<file path="config.mk">
export PLATFORM = sky130hd
export DESIGN_NAME = sram_arbiter
export DESIGN_NICKNAME = d
export VERILOG_FILES = /design/src/rtl/sram_arbiter.sv
export SDC_FILE = /design/constraint.sdc
export NUM_CORES = 1
export LEC_CHECK = 0
export ABC_AREA = 1
export BUFFER_PORTS_ARGS = -buffer_cell sky130_fd_sc_hd__buf_4
export CAP_MARGIN = 40
export CORE_MARGIN = 2
export CORE_UTILIZATION = 36
export DETAILED_ROUTE_END_ITERATION = 8
export HOLD_SLACK_MARGIN = 0.15
export PLACE_DENSITY_LB_ADDON = 0.25
export SLEW_MARGIN = 20
export SYNTH_ARGS = -nofsm -noshare
export SYNTH_HDL_FRONTEND = slang
export SYNTH_SLANG_ARGS = --single-unit
</file>
<file path="constraint.sdc">
create_clock -name clk -period 2.2 [get_ports clk]
set_clock_uncertainty 0.15 [all_clocks]
set_input_delay 0.11 -clock clk [delete_from_list [all_inputs] [get_ports clk]]
set_output_delay 0.11 -clock clk [all_outputs]
set_load 0.05 [all_outputs]
</file>
<file path="src/rtl/sram_arbiter.sv">
// Two-port arbiter and word sequencer for the shared external SRAM.
// Grants port A or B round-robin on ties and runs an auto-incrementing read/write burst.
module sram_arbiter #(
   parameter int ADDR_W = 11,
   parameter int DATA_W = 8,
   parameter int LEN_W  = 4
) (
   input  logic              clk,
   input  logic              reset,
   input  logic              req_a,
   input  logic              we_a,
   input  logic [ADDR_W-1:0] addr_a,
   input  logic [LEN_W-1:0]  len_a,
   input  logic [DATA_W-1:0] wdata_a,
   input  logic              req_b,
   input  logic              we_b,
   input  logic [ADDR_W-1:0] addr_b,
   input  logic [LEN_W-1:0]  len_b,
   input  logic [DATA_W-1:0] wdata_b,
   output logic              grant_a,
   output logic              grant_b,
   output logic              xfer_a,
   output logic              xfer_b,
   output logic              done_a,
   output logic              done_b,
   output logic              busy,
   output logic [ADDR_W-1:0] sram_addr,
   output logic [DATA_W-1:0] sram_dout,
   input  logic [DATA_W-1:0] sram_din,
   output logic              DE,
   output logic              nWE,
   output logic              nOE,
   output logic [DATA_W-1:0] rdata,
   output logic              rdata_valid
);

   // state     | meaning
   // IDLE      | no owner; arbitrate req_a/req_b
   // W_SETUP   | address/data set up, DE on, word strobe to requester
   // W_PULSE   | nWE low
   // W_HOLD    | data held, nWE high; advance address/count on exit
   // R_SETUP   | nOE low, address settling (also the post-sample word cycle)
   // R_SAMPLE  | nOE low; sram_din captured on exit
   // DONE      | one-cycle done pulse, strobes inactive
   typedef enum logic [2:0] {
      S_IDLE     = 3'd0,
      S_W_SETUP  = 3'd1,
      S_W_PULSE  = 3'd2,
      S_W_HOLD   = 3'd3,
      S_R_SETUP  = 3'd4,
      S_R_SAMPLE = 3'd5,
      S_DONE     = 3'd6
   } state_t;

   state_t              r_state;
   state_t              w_state_nxt;

   logic                r_sel_b;
   logic                r_rr_last_b;
   logic [LEN_W-1:0]    r_remaining;
   logic [ADDR_W-1:0]   r_sram_addr;
   logic [DATA_W-1:0]   r_sram_dout;
   logic [DATA_W-1:0]   r_rdata;
   logic                r_rdata_valid;
   logic                r_grant_a;
   logic                r_grant_b;
   logic                r_xfer_a;
   logic                r_xfer_b;
   logic                r_done_a;
   logic                r_done_b;
   logic                r_busy;
   logic                r_de;
   logic                r_nwe;
   logic                r_noe;

   logic                w_win_b;
   logic                w_grant;
   logic                w_we_sel;
   logic [LEN_W-1:0]    w_len_sel;
   logic [ADDR_W-1:0]   w_addr_sel;
   logic                w_last;
   logic                w_port_b;

   logic                w_grant_a_nxt;
   logic                w_grant_b_nxt;
   logic                w_xfer_a_nxt;
   logic                w_xfer_b_nxt;
   logic                w_done_a_nxt;
   logic                w_done_b_nxt;
   logic                w_busy_nxt;
   logic                w_de_nxt;
   logic                w_nwe_nxt;
   logic                w_noe_nxt;
   logic                w_rvalid_nxt;

   // On a tie the port that did not win last time is granted.
   assign w_win_b    = req_b & ~(req_a & r_rr_last_b);
   assign w_we_sel   = w_win_b ? we_b   : we_a;
   assign w_len_sel  = w_win_b ? len_b  : len_a;
   assign w_addr_sel = w_win_b ? addr_b : addr_a;
   assign w_last     = (r_remaining == LEN_W'(1));
   assign w_port_b   = (r_state == S_IDLE) ? w_win_b : r_sel_b;

   always_ff @(posedge clk) begin
      if (!reset) begin
         r_state <= S_IDLE;
      end else begin
         r_state <= w_state_nxt;
      end
   end

   always_comb begin
      w_state_nxt = r_state;
      w_grant     = 1'b0;
      case (r_state)
         S_IDLE: begin
            if (req_a || req_b) begin
               w_grant = 1'b1;
               if (w_len_sel == '0) begin
                  w_state_nxt = S_DONE;
               end else if (w_we_sel) begin
                  w_state_nxt = S_W_SETUP;
               end else begin
                  w_state_nxt = S_R_SETUP;
               end
            end
         end
         S_W_SETUP:  w_state_nxt = S_W_PULSE;
         S_W_PULSE:  w_state_nxt = S_W_HOLD;
         S_W_HOLD:   w_state_nxt = w_last ? S_DONE : S_W_SETUP;
         S_R_SETUP:  w_state_nxt = S_R_SAMPLE;
         S_R_SAMPLE: w_state_nxt = w_last ? S_DONE : S_R_SETUP;
         S_DONE:     w_state_nxt = S_IDLE;
         default:    w_state_nxt = S_IDLE;
      endcase
   end

   // Outputs are computed from the next state and registered, so every pin is a flop.
   always_comb begin
      w_busy_nxt    = (w_state_nxt != S_IDLE);
      w_grant_a_nxt = w_busy_nxt & ~w_port_b;
      w_grant_b_nxt = w_busy_nxt &  w_port_b;
      w_de_nxt      = (w_state_nxt == S_W_SETUP) || (w_state_nxt == S_W_PULSE) ||
                      (w_state_nxt == S_W_HOLD);
      w_nwe_nxt     = (w_state_nxt != S_W_PULSE);
      w_noe_nxt     = !((w_state_nxt == S_R_SETUP) || (w_state_nxt == S_R_SAMPLE));
      w_rvalid_nxt  = (r_state == S_R_SAMPLE);
      w_xfer_a_nxt  = ((w_state_nxt == S_W_SETUP) || w_rvalid_nxt) & ~w_port_b;
      w_xfer_b_nxt  = ((w_state_nxt == S_W_SETUP) || w_rvalid_nxt) &  w_port_b;
      w_done_a_nxt  = (w_state_nxt == S_DONE) & ~w_port_b;
      w_done_b_nxt  = (w_state_nxt == S_DONE) &  w_port_b;
   end

   always_ff @(posedge clk) begin
      if (!reset) begin
         r_sel_b       <= 1'b0;
         r_rr_last_b   <= 1'b1;
         r_remaining   <= '0;
         r_sram_addr   <= '0;
         r_sram_dout   <= '0;
         r_rdata       <= '0;
         r_rdata_valid <= 1'b0;
         r_grant_a     <= 1'b0;
         r_grant_b     <= 1'b0;
         r_xfer_a      <= 1'b0;
         r_xfer_b      <= 1'b0;
         r_done_a      <= 1'b0;
         r_done_b      <= 1'b0;
         r_busy        <= 1'b0;
         r_de          <= 1'b0;
         r_nwe         <= 1'b1;
         r_noe         <= 1'b1;
      end else begin
         if (w_grant) begin
            r_sel_b     <= w_win_b;
            r_rr_last_b <= w_win_b;
            r_sram_addr <= w_addr_sel;
            r_remaining <= w_len_sel;
         end else if ((r_state == S_W_HOLD) || (r_state == S_R_SAMPLE)) begin
            r_remaining <= r_remaining - LEN_W'(1);
            r_sram_addr <= r_sram_addr + ADDR_W'(1);
         end
         if (r_state == S_R_SAMPLE) begin
            r_rdata <= sram_din;
         end
         if (w_state_nxt == S_W_SETUP) begin
            r_sram_dout <= w_port_b ? wdata_b : wdata_a;
         end
         r_rdata_valid <= w_rvalid_nxt;
         r_grant_a     <= w_grant_a_nxt;
         r_grant_b     <= w_grant_b_nxt;
         r_xfer_a      <= w_xfer_a_nxt;
         r_xfer_b      <= w_xfer_b_nxt;
         r_done_a      <= w_done_a_nxt;
         r_done_b      <= w_done_b_nxt;
         r_busy        <= w_busy_nxt;
         r_de          <= w_de_nxt;
         r_nwe         <= w_nwe_nxt;
         r_noe         <= w_noe_nxt;
      end
   end

   assign grant_a     = r_grant_a;
   assign grant_b     = r_grant_b;
   assign xfer_a      = r_xfer_a;
   assign xfer_b      = r_xfer_b;
   assign done_a      = r_done_a;
   assign done_b      = r_done_b;
   assign busy        = r_busy;
   assign sram_addr   = r_sram_addr;
   assign sram_dout   = r_sram_dout;
   assign DE          = r_de;
   assign nWE         = r_nwe;
   assign nOE         = r_noe;
   assign rdata       = r_rdata;
   assign rdata_valid = r_rdata_valid;

endmodule

</file>
==> results of run 1 <==
## flip-flops by register name, indices dropped and copies added (netlist names), 3 cells and up
register	flops
rdata	8
r_state	3
sram_dout	8
r_remaining	4
sram_addr	11
## worst max-delay path: stages
cell and delay [ps]:
dlygate4sd3_1 520, buf_4 120, nand2_2 120, nand2_8 120, inv_2 50, buf_4 170
o21ai_0 180, o22ai_1 90, dlygate4sd3_1 560, nor2_1 90, nor2_1 40
## per-stage QoR
stage          instances  util (%)  cell area, um^2  total power, mW  worst slack [ps]
2_1_floorplan        360         -             2447            3.538             199.5
6_report             592     58.43             3904            4.979             84.76
3_5_place_dp         531     48.73             3256            4.282             248.3
3_3_place_gp         531     48.73             3256            4.247             286.0
5_1_grt              592     58.43             3904            5.355             6.918
4_1_cts              591     58.00             3875            4.957             28.23
## cells by family after synthesis
family / count (synthesis) / synth area share (%)
xor+xnor: 2 / 0.7159
simple gates: 200 / 36.96
fa+ha+maj: 3 / 1.534
compound gates: 58 / 13.86
buf+inv: 50 / 8.487
flops: 47 / 38.45
## routing by layer
| metal | part of all wire (%) | track usage, % |
|---|---|---|
| met1 | 45 | 25.21 |
| met2 | 47 | 33.71 |
| met3 | 4.8 | 3.524 |
| met4 | 3.0 | 7.386 |
| met5 | 0 | 0 |
## layout make-up
class | instances | area share [%]
clock buffer | 6 | 2.115
clock inverter | 2 | 0.4167
inverter | 38 | 3.654
multi-input combinational | 263 | 33.49
sequential | 47 | 24.10
tap | 80 | 2.564
timing repair buffer | 156 | 33.65
## path summary, 6_finish.rpt
path         startpoint           end  slack (ps)  cells after the start
max               req_a  sram_addr[0]          80                     11
min               req_b   r_rr_last_b         130                      5
max reg2reg  r_state[1]  sram_addr[0]         100                      8
min reg2reg    rdata[6]      rdata[6]         320                      2
## placed cells by master, fill, tap and decap left out, types with 5 or more instances in the layout
cell and instances:
a21oi_1 14, buf_4 103, clkbuf_8 6, clkinv_1 5, dfxtp_1 47, dlygate4sd3_1 52
inv_1 23, inv_2 10, nand2_1 86, nand2_2 8, nand3_1 29, nor2_1 56
nor3_1 5, o21ai_0 23
## timing repair
| item | in CTS | in global routing |
|---|---|---|
| gates resized for setup | 0 | 1 |
| hold endpoints to repair | 40 | 0 |
| hold buffers | 52 | 0 |
| endpoints found under the setup margin | 0 | 9 |
| buffers inserted | 0 | 1 |
## power by group through the flow
stage          sequential (mW)  clock (mW)  combinational [mW]
3_3_place_gp              1.33           0                2.91
6_report                  1.33       0.574                3.08
3_5_place_dp              1.34           0                2.94
2_1_floorplan             1.96           0                1.58
4_1_cts                   1.32       0.584                3.05
5_1_grt                   1.36       0.619                3.38
==> metrics.txt, run 1 <==
status=complete, no violations; Global Route Usage Sum=19.88%; area delta synth->final=59.51%; I/O pins=98; Peak VDD IR=0.6481 mV; min-delay worst type=primary input to flop; Crit. End Element=flop; Worst-Skew Late Latency=300 ps; Filler cells=614; area occupied by multi-input gates=0.001308 mm^2; Synth cell types=33; layout cells sized above 1=28.52%; DR iter-0 viols=192; register area share after synthesis=38.45%; CTS buffer count=5; Worst Setup Start Kind=primary input; 1st-pass router iterations=4; Mean Syn Cell Area=6.798 um^2; via count=2825; Detailed Place HPWL=4.865 mm; # nets final=574; Clock Tree Buf Depth=2; Synth Instances=360; EDFF count, synth=0; Slew HR=71.04%; Yosys top cell by area=dfxtp_1; storage element area=940.9 um^2; Final Max Tran Viols=0; worst slew pin tran=434.4 ps; # DRC=0; CTS sink count=47; CP Data Arrival Time=2170 ps; most frequent cell after synthesis=nand2_1; first-pass GRT wire length=11.90 mm; Root Buffer=clkbuf_8; top_reg_cell synth=dfxtp_1; Core Region=0.006681 mm^2; CTS tree=built; NetSw=2.579 mW; Comb power frac=61.8%; clock slew at reported path FFs=90 ps; post-layout min period=2115 ps; post-synth top area share=38.45%; critical path class=primary input to flop; Die ar.=0.007474 mm^2; Post-Syn Nets=423; Initial Util=36.63%; final hold violations=0; YS warnings=0; Via-to-Cell Ratio=4.772; H-tree depth=2; most frequent cells after synthesis=nand2_1, nor2_1, dfxtp_1; mapped cell area=0.002447 mm^2; final number of setup-violating endpoints=0; switching share of power=51.81%; routed wire length=7.446 mm; unrepaired setup endpoints after global routing=no; FMAX=0.4728 GHz; largest net degree at the start of global routing=24; Antenna Nets Post-Route=0; Int Power=2.400 mW; CP Max Fanout=11; clock share of power=11.5%; Final TNS setup=0 ps; via count of the first global-routing pass=2653; Port Buf Inserts=97; synth top area cells=dfxtp_1, nand2_1, nor2_1; #FFs+latches synth=47; total gr overflow=0; leak pwr=1.841 nW; WP data required=2260 ps; Reg power frac=26.6%; antenna violations before repair=0; ys async rst share=0%; Die X=86.45 um; DIE HEIGHT=86.45 um; Max-cap violations=0; WHS=126.4 ps; Ant. Diodes=0; PwrDens=1275 mW/mm^2; Tcrit/Tclk final=96.15%; row cnt=30; Final GP Congestion=0.8657; routed len/inst=12.58 um
No activity file was read; power rests on OpenSTA's default activity.
==> run 2, diff against run 1 <==
Settings changed: CORE_UTILIZATION 36 to 48.
==> metrics.txt, run 2 (synthesis results as in run 1) <==
cell area after placement=0.003232 mm^2; CP max stage cell=dlygate4sd3_1; row cnt=25; antenna violations before repair=0; Initial Util=50.81%; total gr overflow=0; most common cell after layout, fill and taps aside=buf_4; Largest register FFs=11; PwrDens=1323 mW/mm^2; Reg power frac=25.4%; WP buf/inv=5; Antenna Nets Post-Route=0; area delta synth->final=62.37%; final hold violations=0; Worst-Skew Late Latency=310 ps; clock share of power=12.9%; critical path class=primary input to flop; CP peak stage delay=560 ps; CTS tree=built; WHS=159.0 ps; first-pass GRT wire length=12.56 mm; CP Data Arrival Time=2130 ps; Global Route Usage Sum=28.93%; final instance area=0.003974 mm^2; CTS buffer count=5; Die ar.=0.005686 mm^2; Max-cap violations=0; cells along the critical path=dlygate4sd3_1, buf_4, nand2_4, nand2_8, inv_2, buf_6, o21ai_0, o22ai_1, dlygate4sd3_1, nor2_1, nor2_1; Final GP Congestion=0.8732; Int Power=2.543 mW; Filler cells=311; Via-to-Cell Ratio=5.201; worst slew pin tran=466.3 ps; hold path startpoint=len_a[3]; # DRC=0; FMAX=0.4851 GHz; Worst R2R Start=r_state[1]; CP top delay family=buffers and inverters; Port Buf Inserts=97; critical path depth=11; H-tree depth=2; CTS sink count=47; Die X=75.41 um; post-layout min period=2062 ps; DR iter-0 viols=236; Comb power frac=61.7%; status=complete, no violations; Final Power=5.258 mW; Worst Setup Start Kind=primary input; Root Buffer=clkbuf_8; WP data required=2260 ps; switching share of power=51.64%; NetSw=2.715 mW; clock slew at reported path FFs=100 ps; Core Region=0.004817 mm^2; routed len/inst=14.07 um; Tcrit/Tclk final=93.71%; DP Worst Slack=205.4 ps; Crit. End Element=flop; FF-to-FF path depth=8; reg-to-reg slack, setup=140 ps; DIE HEIGHT=75.41 um; I/O pins=98; layout cells sized above 1=28.52%; Worst Hold Path EP=r_remaining[3]; Peak VDD IR=0.9789 mV; leak pwr=1.893 nW; Clock Tree Buf Depth=2; # nets final=581; min-delay worst type=primary input to flop; Slew HR=68.67%; setup ws final=138.4 ps; via count=3048; Detailed Place HPWL=5.036 mm; final number of setup-violating endpoints=0; routed wire length=8.245 mm; CP Max Fanout=17; via count of the first global-routing pass=2809; Ant. Diodes=0; Hold Path Cell Cnt=5; largest net degree at the start of global routing=24; commonest non-fill, non-tap cells in the layout=buf_4, nand2_1, dlygate4sd3_1; Final Max Tran Viols=0; FF-to-FF End=sram_addr[0]; 1st-pass router iterations=5
## run 2: cell count changes in the layout (fill, tap and decap cells not counted), sizes merged
cell         previous run  this run
inv                    33        34
bufinv                  0         1
buf                   104       106
clkbuf                  6         5
clkinvlp                1         0
dlygate4sd3            52        57
## run 2: timing repair
item,4_1_cts,5_1_grt
endpoints found under the setup margin,0,8
gates resized for setup,0,4
buffers inserted,0,4
hold endpoints to repair,40,0
hold buffers,57,0
## run 2: how the worst max path moves through the flow
stage | start | endpoint | slack [ps]
after detailed placement | r_state[0] | sram_dout[3] | 210
after global placement | r_state[0] | sram_dout[3] | 280
after floorplan | sram_addr[0] | sram_addr[10] | 200
after global routing | r_state[1] | sram_addr[0] | -10
after CTS | req_a | sram_addr[0] | 70
final | req_a | sram_addr[0] | 140
## run 2: per-layer routing
metal | part of all wire, % | vias to the layer above | track usage (%)
met1 | 39 | 1394 | 36.93
met3 | 7.4 | 16 | 5.423
met4 | 2.2 | 0 | 9.552
met5 | 0 | - | 0
li1 | - | 1480 | -
met2 | 51 | 158 | 49.28
## run 2: per-stage QoR
| step | util (%) | instances | setup TNS (ps) |
|---|---|---|---|
| floorplan | - | 360 | 0 |
| global placement | 67.09 | 517 | 0 |
| detailed placement | 67.09 | 517 | 0 |
| CTS | 81.35 | 582 | 0 |
| global route | 82.49 | 586 | -12.15 |
| finish | 82.49 | 586 | 0 |
## run 2: worst reg2reg max path, cell delays in order (launching register included)
cell and delay, ps:
dfxtp_1 360, inv_2 100, nand3_2 160, nor2_8 280, o21ai_0 130, o22ai_1 110
dlygate4sd3_1 560, nor2_1 50, nor2_1 90
## run 2: final cells by class
type	instances	area, um^2	area share (%)
Timing Repair Buffer	163	1370	34.48
Clock inverter	3	47.55	1.196
Multi-Input combinational cell	263	1320	33.22
Tap cell	67	83.83	2.110
Clock buffer	5	68.82	1.732
Sequential cell	47	940.9	23.68
Inverter	38	142.6	3.589
## run 2: power groups by stage
stage          Clock [mW]  Combinational (mW)  Sequential (mW)
2_1_floorplan           0                1.58             1.96
3_3_place_gp            0                2.86             1.33
3_5_place_dp            0                2.92             1.34
4_1_cts             0.674                3.04             1.33
5_1_grt             0.713                3.50             1.37
6_report            0.679                3.24             1.34
==> run 3, diff against run 2 <==
Settings changed: ABC_CLOCK_PERIOD_IN_PS set to 2200, REMOVE_ABC_BUFFERS set to 1.
==> metrics.txt, run 3 (synthesis results as in run 1) <==
layout cells sized above 1=29.01%; Slew HR=73.23%; NetSw=2.710 mW; # nets final=579; area delta synth->final=60.63%; worst slew pin tran=398.5 ps; final instance area=0.003931 mm^2; commonest non-fill, non-tap cells in the layout=buf_4, nand2_1, nor2_1; CP startpoint=req_a; Initial Util=50.81%; Final TNS setup=0 ps; Clock Tree Buf Depth=2; CP Data Arrival Time=2210 ps; WP data required=2300 ps; cell area after placement=0.003232 mm^2; Detailed Place HPWL=5.005 mm; most used cell, CP=nand2_2; # DRC=0; Tcrit/Tclk final=96.05%; FMAX=0.4732 GHz; H-tree depth=2; total gr overflow=0; row cnt=25; Worst Setup Start Kind=primary input; setup ws final=86.80 ps; Final Max Tran Viols=0; Largest register FFs=11; 1st-pass router iterations=5; CP Max Fanout=17; via count=3022; Worst-Skew Late Latency=300 ps; clock share of power=10.1%; Filler cells=321; Reg power frac=25.8%; leak pwr=1.859 nW; Root Buffer=clkbuf_8; final hold violations=0; Max-cap violations=0; DR iter-0 viols=313; critical path class=primary input to flop; Global Route Usage Sum=28.95%; Core Region=0.004817 mm^2; routed wire length=8.520 mm; DP Worst Slack=262.2 ps; Die ar.=0.005686 mm^2; routed len/inst=14.59 um; FF-to-FF path depth=8; storage element area=940.9 um^2; DIE HEIGHT=75.41 um; via count of the first global-routing pass=2838; CTS buffer count=5; Final Core Density=81.61%; post-layout min period=2113 ps; CP max stage cell=dlygate4sd3_1; Via-to-Cell Ratio=5.175; Worst R2R Start=r_rr_last_b; Port Buf Inserts=97; Post-Place Cells=517; CTS tree=built; reg-to-reg slack, setup=200 ps; PwrDens=1320 mW/mm^2; Comb power frac=64.1%; switching share of power=52.23%; status=complete, no violations; cells along the critical path=dlygate4sd3_1, buf_4, nand2_2, nand2_4, inv_4, nand2_1, nand2_1, nand2_2, nand2_2, nand3_4, nor2_4, nor2_1, nor2_1; antenna violations before repair=0; Final GP Congestion=0.8635; Crit. End Element=flop; first-pass GRT wire length=12.47 mm; CP peak stage delay=540 ps; CTS sink count=47; FF-to-FF End=sram_addr[0]; clock slew at reported path FFs=90 ps; Peak VDD IR=0.7728 mV; area occupied by multi-input gates=0.001316 mm^2; Antenna Nets Post-Route=0; most common cell after layout, fill and taps aside=buf_4; Int Power=2.479 mW; Ant. Diodes=0; Die X=75.41 um; Setup crit end=xfer_a; Non-Filler Instances=584; largest net degree at the start of global routing=24; final number of setup-violating endpoints=0; min-delay worst type=primary input to flop; I/O pins=98
## run 3: power groups by stage
stage	Combinational (mW)	Clock, mW	Sequential [mW]
floorplan	1.48	0	1.96
global route	3.59	0.554	1.36
global placement	2.88	0	1.34
CTS	3.05	0.528	1.32
finish	3.33	0.522	1.34
detailed placement	2.94	0	1.34
## run 3: what timing repair did
item,CTS,global route
hold buffers,54,0
hold endpoints to repair,39,0
endpoints found under the setup margin,0,12
setup buffers,0,5
gates resized for setup,0,4
## run 3: stage by stage
stage | power, mW | hold WS [ps]
3_5_place_dp | 4.280 | 231.0
2_1_floorplan | 3.433 | 44.62
4_1_cts | 4.904 | 160.2
3_3_place_gp | 4.211 | 215.4
5_1_grt | 5.511 | 215.3
6_report | 5.189 | 166.3
## run 3: how the worst min path moves through the flow
stage / startpoint / end / slack (ps) / cells after the start
2_1_floorplan: reset / r_rr_last_b / 40 / 1
3_3_place_gp: sram_din[4] / rdata[4] / 220 / 3
3_5_place_dp: sram_din[1] / rdata[1] / 230 / 3
4_1_cts: len_a[3] / r_remaining[3] / 160 / 5
5_1_grt: len_a[3] / r_remaining[3] / 220 / 5
6_report: len_a[3] / r_remaining[3] / 170 / 5
## run 3: area by class of cell
type / count / share of cell area [%]
Timing Repair Buffer: 161 / 34.50
Multi-Input combinational cell: 263 / 33.48
Clock buffer: 5 / 1.750
Inverter: 38 / 3.692
Clock inverter: 3 / 0.5092
Tap cell: 67 / 2.132
Sequential cell: 47 / 23.93
## run 3: per-layer routing
metal  up-vias  track usage [%]  wire (um)
met5         -                0          0
met4         0            12.87        291
met3        35            5.556        594
met2       159            52.95       4410
met1      1354            32.41       3224
li1       1474                -          -
## run 3: critical path, delay by kind of cell
| family | cells | cell delay (ps) |
|---|---|---|
| simple gates | 10 | 1210 |
| buf+inv | 3 | 870 |
